## config.mk

```make
export PLATFORM = sky130hd
export DESIGN_NAME = duck_sprite_fetch
export DESIGN_NICKNAME = d
export VERILOG_FILES = /design/src/rtl/duck_sprite_fetch.sv
export SDC_FILE = /design/constraint.sdc
export NUM_CORES = 1
export LEC_CHECK = 0
export ABC_CLOCK_PERIOD_IN_PS = 4700
export BUFFER_PORTS_ARGS = -buffer_cell sky130_fd_sc_hd__buf_2
export CORE_MARGIN = 10
export CORE_UTILIZATION = 53
export CTS_BUF_LIST = sky130_fd_sc_hd__clkbuf_8
export DETAILED_ROUTE_END_ITERATION = 7
export GPL_TIMING_DRIVEN = 0
export HOLD_SLACK_MARGIN = 0.15
export PLACE_DENSITY = 0.75
export SLEW_MARGIN = 20
export SYNTH_ARGS = -nofsm -noshare
export SYNTH_HDL_FRONTEND = slang
export SYNTH_SLANG_ARGS = --single-unit
```

## constraint.sdc

```tcl
create_clock -name Clk -period 4.7 [get_ports Clk]
set_input_delay 0.94 -clock Clk [delete_from_list [all_inputs] [get_ports Clk]]
set_output_delay 0.94 -clock Clk [all_outputs]
set_load 0.03 [all_outputs]
```

## src/rtl/duck_sprite_fetch.sv

```systemverilog
// Sprite fetch stage: maps the scan position to a frame-RAM address, sequences the duck
// animation, and re-aligns the RAM read data with a delayed in-box flag for the colour mapper.
module duck_sprite_fetch #(
    parameter int SPR_W      = 20,
    parameter int SPR_H      = 20,
    parameter int FLY_FRAMES = 3,
    parameter int ANIM_DIV   = 8,
    parameter int SHOT_HOLD  = 30,
    parameter int ADDR_W     = 19,
    parameter int IDX_W      = 5,
    parameter int TRANSP_IDX = 0
) (
    input  logic              Clk,
    input  logic              Reset_n,
    input  logic              frame_start,
    input  logic [9:0]        DrawX,
    input  logic [9:0]        DrawY,
    input  logic [9:0]        spr_x,
    input  logic [9:0]        spr_y,
    input  logic              shot,
    input  logic              ground_hit,
    input  logic              respawn,
    input  logic [IDX_W-1:0]  mem_data,
    output logic [ADDR_W-1:0] read_address,
    output logic [IDX_W-1:0]  pix_idx,
    output logic              pix_opaque,
    output logic [1:0]        anim_state,
    output logic              shot_done
);

    localparam int STAGES = 2;
    localparam int SLOT_W = $clog2(FLY_FRAMES + 2);
    localparam int FRM_W  = (FLY_FRAMES > 1) ? $clog2(FLY_FRAMES) : 1;
    localparam int DIV_W  = (ANIM_DIV > 1)   ? $clog2(ANIM_DIV)   : 1;
    localparam int HOLD_W = (SHOT_HOLD > 1)  ? $clog2(SHOT_HOLD)  : 1;

    localparam logic [FRM_W-1:0]  FRM_LAST  = FRM_W'(FLY_FRAMES - 1);
    localparam logic [DIV_W-1:0]  DIV_LAST  = DIV_W'(ANIM_DIV - 1);
    localparam logic [HOLD_W-1:0] HOLD_LAST = HOLD_W'(SHOT_HOLD - 1);
    localparam logic [ADDR_W-1:0] FRAME_SZ  = ADDR_W'(SPR_W * SPR_H);
    localparam logic [ADDR_W-1:0] ROW_SZ    = ADDR_W'(SPR_W);
    localparam logic [IDX_W-1:0]  TRANSP    = IDX_W'(TRANSP_IDX);

    typedef enum logic [1:0] {
        ST_FLY    = 2'd0,
        ST_SHOT   = 2'd1,
        ST_FALL   = 2'd2,
        ST_HIDDEN = 2'd3
    } state_t;

    state_t              state;
    logic [FRM_W-1:0]    fly_frame;
    logic [DIV_W-1:0]    div_cnt;
    logic [HOLD_W-1:0]   hold_cnt;
    logic                shot_pend;
    logic [9:0]          ox, oy;
    logic [STAGES-1:0]   vld_pipe;

    logic [10:0]         dx, dy;
    logic                in_box;
    logic [SLOT_W-1:0]   slot;
    logic [ADDR_W-1:0]   base, addr_nxt;

    assign anim_state = state;

    // Origin only moves at vertical blank so a sprite never tears mid-frame.
    always_ff @(posedge Clk or negedge Reset_n) begin
        if (!Reset_n) begin
            ox <= '0;
            oy <= '0;
        end else if (frame_start) begin
            ox <= spr_x;
            oy <= spr_y;
        end
    end

    always_ff @(posedge Clk or negedge Reset_n) begin
        if (!Reset_n) begin
            state     <= ST_FLY;
            fly_frame <= '0;
            div_cnt   <= '0;
            hold_cnt  <= '0;
            shot_pend <= 1'b0;
            shot_done <= 1'b0;
        end else begin
            shot_done <= 1'b0;
            case (state)
                ST_FLY: begin
                    if (frame_start) begin
                        // A pending or same-cycle hit beats the wing-flap step.
                        if (shot_pend || shot) begin
                            state     <= ST_SHOT;
                            hold_cnt  <= '0;
                            shot_pend <= 1'b0;
                        end else if (div_cnt == DIV_LAST) begin
                            div_cnt   <= '0;
                            fly_frame <= (fly_frame == FRM_LAST) ? '0 : fly_frame + 1'b1;
                        end else begin
                            div_cnt <= div_cnt + 1'b1;
                        end
                    end else if (shot) begin
                        shot_pend <= 1'b1;
                    end
                end
                ST_SHOT: begin
                    if (frame_start) begin
                        if (hold_cnt == HOLD_LAST) state <= ST_FALL;
                        else                       hold_cnt <= hold_cnt + 1'b1;
                    end
                end
                ST_FALL: begin
                    if (frame_start && ground_hit) begin
                        state     <= ST_HIDDEN;
                        shot_done <= 1'b1;
                    end
                end
                ST_HIDDEN: begin
                    if (respawn) begin
                        state     <= ST_FLY;
                        fly_frame <= '0;
                        div_cnt   <= '0;
                    end
                end
                default: state <= ST_FLY;
            endcase
        end
    end

    // 11-bit unsigned difference: left/above the origin wraps large and falls out of the box.
    always_comb begin
        dx     = {1'b0, DrawX} - {1'b0, ox};
        dy     = {1'b0, DrawY} - {1'b0, oy};
        in_box = (state != ST_HIDDEN) && (dx < 11'(SPR_W)) && (dy < 11'(SPR_H));
        case (state)
            ST_FLY:  slot = SLOT_W'(fly_frame);
            ST_SHOT: slot = SLOT_W'(FLY_FRAMES);
            ST_FALL: slot = SLOT_W'(FLY_FRAMES + 1);
            default: slot = '0;
        endcase
        base     = ADDR_W'(slot) * FRAME_SZ;
        addr_nxt = base;
        if (in_box) addr_nxt = base + ADDR_W'(dy) * ROW_SZ + ADDR_W'(dx);
    end

    // in_box rides alongside the address and the RAM's registered read.
    always_ff @(posedge Clk or negedge Reset_n) begin
        if (!Reset_n) begin
            read_address <= '0;
            vld_pipe     <= '0;
            pix_idx      <= '0;
            pix_opaque   <= 1'b0;
        end else begin
            read_address <= addr_nxt;
            vld_pipe     <= {vld_pipe[STAGES-2:0], in_box};
            pix_idx      <= mem_data;
            pix_opaque   <= vld_pipe[STAGES-1] && (mem_data != TRANSP);
        end
    end

endmodule
```

==> Flow_metrics.wiki <==
{| class="wikitable"
! Metric !! Value
|-
| CP Launch Type || input port
|-
| Clk Tree Root Cell || clkbuf_8
|-
| Global-route wire length before repair || 19.0 mm
|-
| Die Width || 113 um
|-
| Final HPWL from detailed placement || 8.40 mm
|-
| DRC violations left || 0
|-
| Nets@finish || 739
|-
| Largest net degree at the start of global routing || 60
|-
| Max clock buf depth || 2
|-
| Total number of yosys warnings || 0
|-
| Count of filler cells inserted in the layout || 627
|-
| DR pass1 iterations || 4
|-
| Final count of pins violating max slew || 0
|-
| Worst EP arrival || 5.52 ns
|-
| Floorplan core area || 8340 um2
|-
| Mean post-synth cell area || 9.21 um2
|-
| Unrepaired setup endpoints after global routing || true
|-
| Min-Delay Path Class || reg2reg
|-
| Fraction of the yosys area taken by sequential cells || 32.1%
|-
| Clock tree from TritonCTS || built
|-
| Final Hold Vio Count || 0
|-
| Number of flops mapped to enable cells by yosys || 0
|-
| Synthesized cell area || 4590 um2
|-
| Register-to-register path setup slack || -0.38 ns
|-
| Max-cap violations || 0
|-
| Number of top-level design ports || 79
|-
| Post-route core utilization || 71.2%
|-
| Number of sinks handled by clock tree synthesis || 59
|-
| Class of the most critical setup path || in2reg
|-
| Post-route standard cell area excluding fillers || 5940 um2
|-
| Number of clock buffers inserted by TritonCTS || 9
|-
| Post-synthesis to final-layout area growth || 29.3%
|-
| Total via count after detailed routing || 4,002
|-
| Post-Layout Cell Count || 728
|-
| Critical R2R Capture || read_address[14]
|-
| Maximum clock frequency || 189 MHz
|-
| Cell count after synthesis || 499
|-
| Die height || 113 um
|-
| Maximum clock skew at final layout || 0.0113 ns
|-
| Count of state elements after synthesis || 59
|-
| Overall die area || 12,800 um2
|-
| Final cycle utilization of the critical path || 112%
|-
| Hold Path End || vld_pipe[1]
|-
| Number of instances on the worst hold path || 0
|-
| Antenna diodes || 0
|-
| Final routed wire length divided by cell count || 16.5 um
|-
| Global route overflow || 0
|-
| Total detailed-routing wirelength || 12.0 mm
|-
| Asr flop ratio synth || 100%
|-
| Worst-path cell with the longest stage delay || fa_1
|-
| Port buffer count || 75
|-
| Initial Util || 55.1%
|-
| GRT Util Overall || 17.7%
|-
| Vias in the first global route || 4,026
|-
| Critical path's largest stage delay || 0.51 ns
|-
| Number of antenna violations at the first check in global routing || 0
|-
| Final setup vio count || 6
|-
| Start point of the worst hold path || vld_pipe[0]
|-
| Dominant synthesized flop cell || dfrtp_1
|-
| H-tree lvl count || 3
|-
| Count of different cell masters after synthesis || 56
|-
| Cells along the critical path || buf_6 > ha_4 > nor2b_1 > o2111a_1 > nor3_2 > xor2_2 > xnor2_1 > ha_1 > and3_4 > a2111oi_4 > xor2_1 > fa_1 > inv_2 > ha_4 > a21o_1 > a21o_1 > buf_4 > a41oi_2 > o21ai_1 > o2111ai_1 > a21oi_1 > xnor2_1 > and2_1
|-
| Count of cells along the worst register-to-register path || 23
|-
| Kind of end point of the critical path || flop
|-
| Data required time of the critical path || 4.93 ns
|-
| RD Place Congestion || 0.851
|-
| Tmin final || 5.28 ns
|-
| Detailed router's first-iteration violation count || 176
|-
| Share of cells above drive strength 1 || 30.3%
|-
| Final ANT Viol Nets || 0
|-
| Violated checks || setup timing
|-
| Row count || 33
|-
| Worst Setup Slack, final || -0.583 ns
|-
| Crit-path max FO || 5
|-
| Transition at the pin with the smallest max-transition slack || 0.748 ns
|-
| Area post-placement || 5230 um2
|-
| Total negative slack || -1.54 ns
|-
| Clk pin slew, worst setup/hold paths || 0.07 ns
|-
| Max-Slew Margin vs Limit || 50.1%
|-
| Insertion delay of the later-clocked pin in the worst-skew pair || 0.34 ns
|-
| Dpl cells || 681
|-
| Run status || finished, violations left
|-
| Post-detailed-route via-to-cell ratio || 5.50
|-
| RR Startpoint || oy[1]
|}
## cell type report
class	count	area, um2	area share (%)
Clock inverter	7	85.1	1.43
Buffer	10	52.6	0.884
Sequential cell	59	1480	24.8
Clock buffer	9	124	2.08
Multi-Input combinational cell	373	3200	53.8
Inverter	59	234	3.94
Tap cell	105	131	2.21
Timing Repair Buffer	106	642	10.8
## cell families after synthesis
| group | share of synthesized area, % |
|---|---|
| adders and majority gates | 20.9 |
| other | 0.0816 |
| muxes | 3.49 |
| buffers and inverters | 5.96 |
| DFF | 32.1 |
| and+or+nand+nor | 14.6 |
| xor gates and xnor gates | 6.67 |
| AOI/OAI and AO/OA | 16.2 |
## synth_stat cells, types with 2 or more instances
cell / instances / area share (%)
o211ai_1: 3 / 0.49
nor2_1: 28 / 2.3
nor3_1: 10 / 1.1
xnor2_1: 23 / 4.4
or3_1: 6 / 0.82
inv_1: 59 / 4.8
a22oi_1: 3 / 0.49
dfrtp_1: 59 / 32
nand2_1: 40 / 3.3
fa_1: 11 / 4.8
clkbuf_1: 7 / 0.57
nand4_1: 3 / 0.41
nand3b_1: 2 / 0.33
buf_4: 2 / 0.33
a21oi_1: 30 / 3.3
or2_2: 4 / 0.54
a21o_1: 10 / 1.6
mux2i_1: 7 / 1.5
nor2b_1: 9 / 1.2
nand3_1: 8 / 0.87
nand2b_1: 4 / 0.54
o31ai_1: 2 / 0.33
and2_1: 7 / 0.95
mux2_2: 8 / 2.0
and3_1: 4 / 0.54
xor2_1: 12 / 2.3
a211o_1: 2 / 0.38
o21ai_0: 39 / 4.2
ha_1: 59 / 16
o2111ai_1: 3 / 0.57
nor4_1: 2 / 0.27
o21a_1: 4 / 0.65
a2111oi_0: 3 / 0.57
o21bai_1: 4 / 0.65
## repair_timing
item,4_1_cts,5_1_grt
pin swaps,50,24
resized for setup,39,18
endpoints found under the setup margin,6,8
buffers inserted,28,3
cloned,0,0
hold buffers,0,0
## per-stage QoR
step	setup slack, ns	hold slack, ns
2_1_floorplan	-0.570	0.331
5_1_grt	-0.788	0.371
3_3_place_gp	-1.09	0.334
6_report	-0.583	0.355
3_5_place_dp	-1.16	0.340
4_1_cts	-0.406	0.372
## routing by layer
layer | share of wire (%) | track usage (%) | up-vias
li1 | - | - | 1964
met3 | 6.8 | 5.60 | 20
met2 | 50 | 30.5 | 118
met5 | 0 | 0 | -
met4 | 1.7 | 4.82 | 0
met1 | 41 | 20.7 | 1900
## worst max path at each step
stage	startpoint	end	cells past startpoint
finish	DrawY[1]	read_address[14]	23
global route	DrawY[0]	read_address[14]	27
CTS	DrawY[0]	read_address[14]	25
detailed placement	DrawY[0]	read_address[14]	25
global placement	DrawY[1]	read_address[14]	23
floorplan	DrawY[0]	read_address[14]	23
## registers in the layout (all words and copies together) (netlist names)
signal and cells:
read_address 17, hold_cnt 5, div_cnt 3, pix_idx 5, oy 10, shot_pend 1
vld_pipe 2, ox 10, pix_opaque 1, fly_frame 2, anim_state 2, shot_done 1
## worst max-delay path: cells and delay by family
family,cells,cell delay (ns)
compound gates,8,1.48
xor+xnor,4,0.78
buf+inv,3,0.31
simple gates,4,0.75
fa+ha+maj,4,1.22
## cells in the final DEF (no fill, tap or decap), types with 5 or more instances in the layout
| cell type | synthesis | final |
|---|---|---|
| mux2_2 | 8 | 7 |
| and2_1 | 7 | 6 |
| a21o_1 | 10 | 10 |
| xnor2_2 | 0 | 6 |
| clkbuf_8 | 0 | 9 |
| o21ai_0 | 39 | 32 |
| nor2b_1 | 9 | 8 |
| buf_2 | 0 | 72 |
| nand3_1 | 8 | 8 |
| buf_6 | 1 | 6 |
| inv_1 | 59 | 56 |
| clkbuf_1 | 7 | 7 |
| nor2_1 | 28 | 27 |
| xor2_1 | 12 | 11 |
| dfrtp_1 | 59 | 59 |
| fa_1 | 11 | 9 |
| mux2i_1 | 7 | 7 |
| xnor2_1 | 23 | 17 |
| a21oi_1 | 30 | 24 |
| ha_1 | 59 | 51 |
| nor3_1 | 10 | 8 |
| or3_1 | 6 | 5 |
| buf_4 | 2 | 30 |
| ha_4 | 0 | 6 |
| nand2_1 | 40 | 40 |
Power is left out: the tool's default activity adds up to more than one toggle a clock period on the data nets, which glitch-free logic cannot reach.
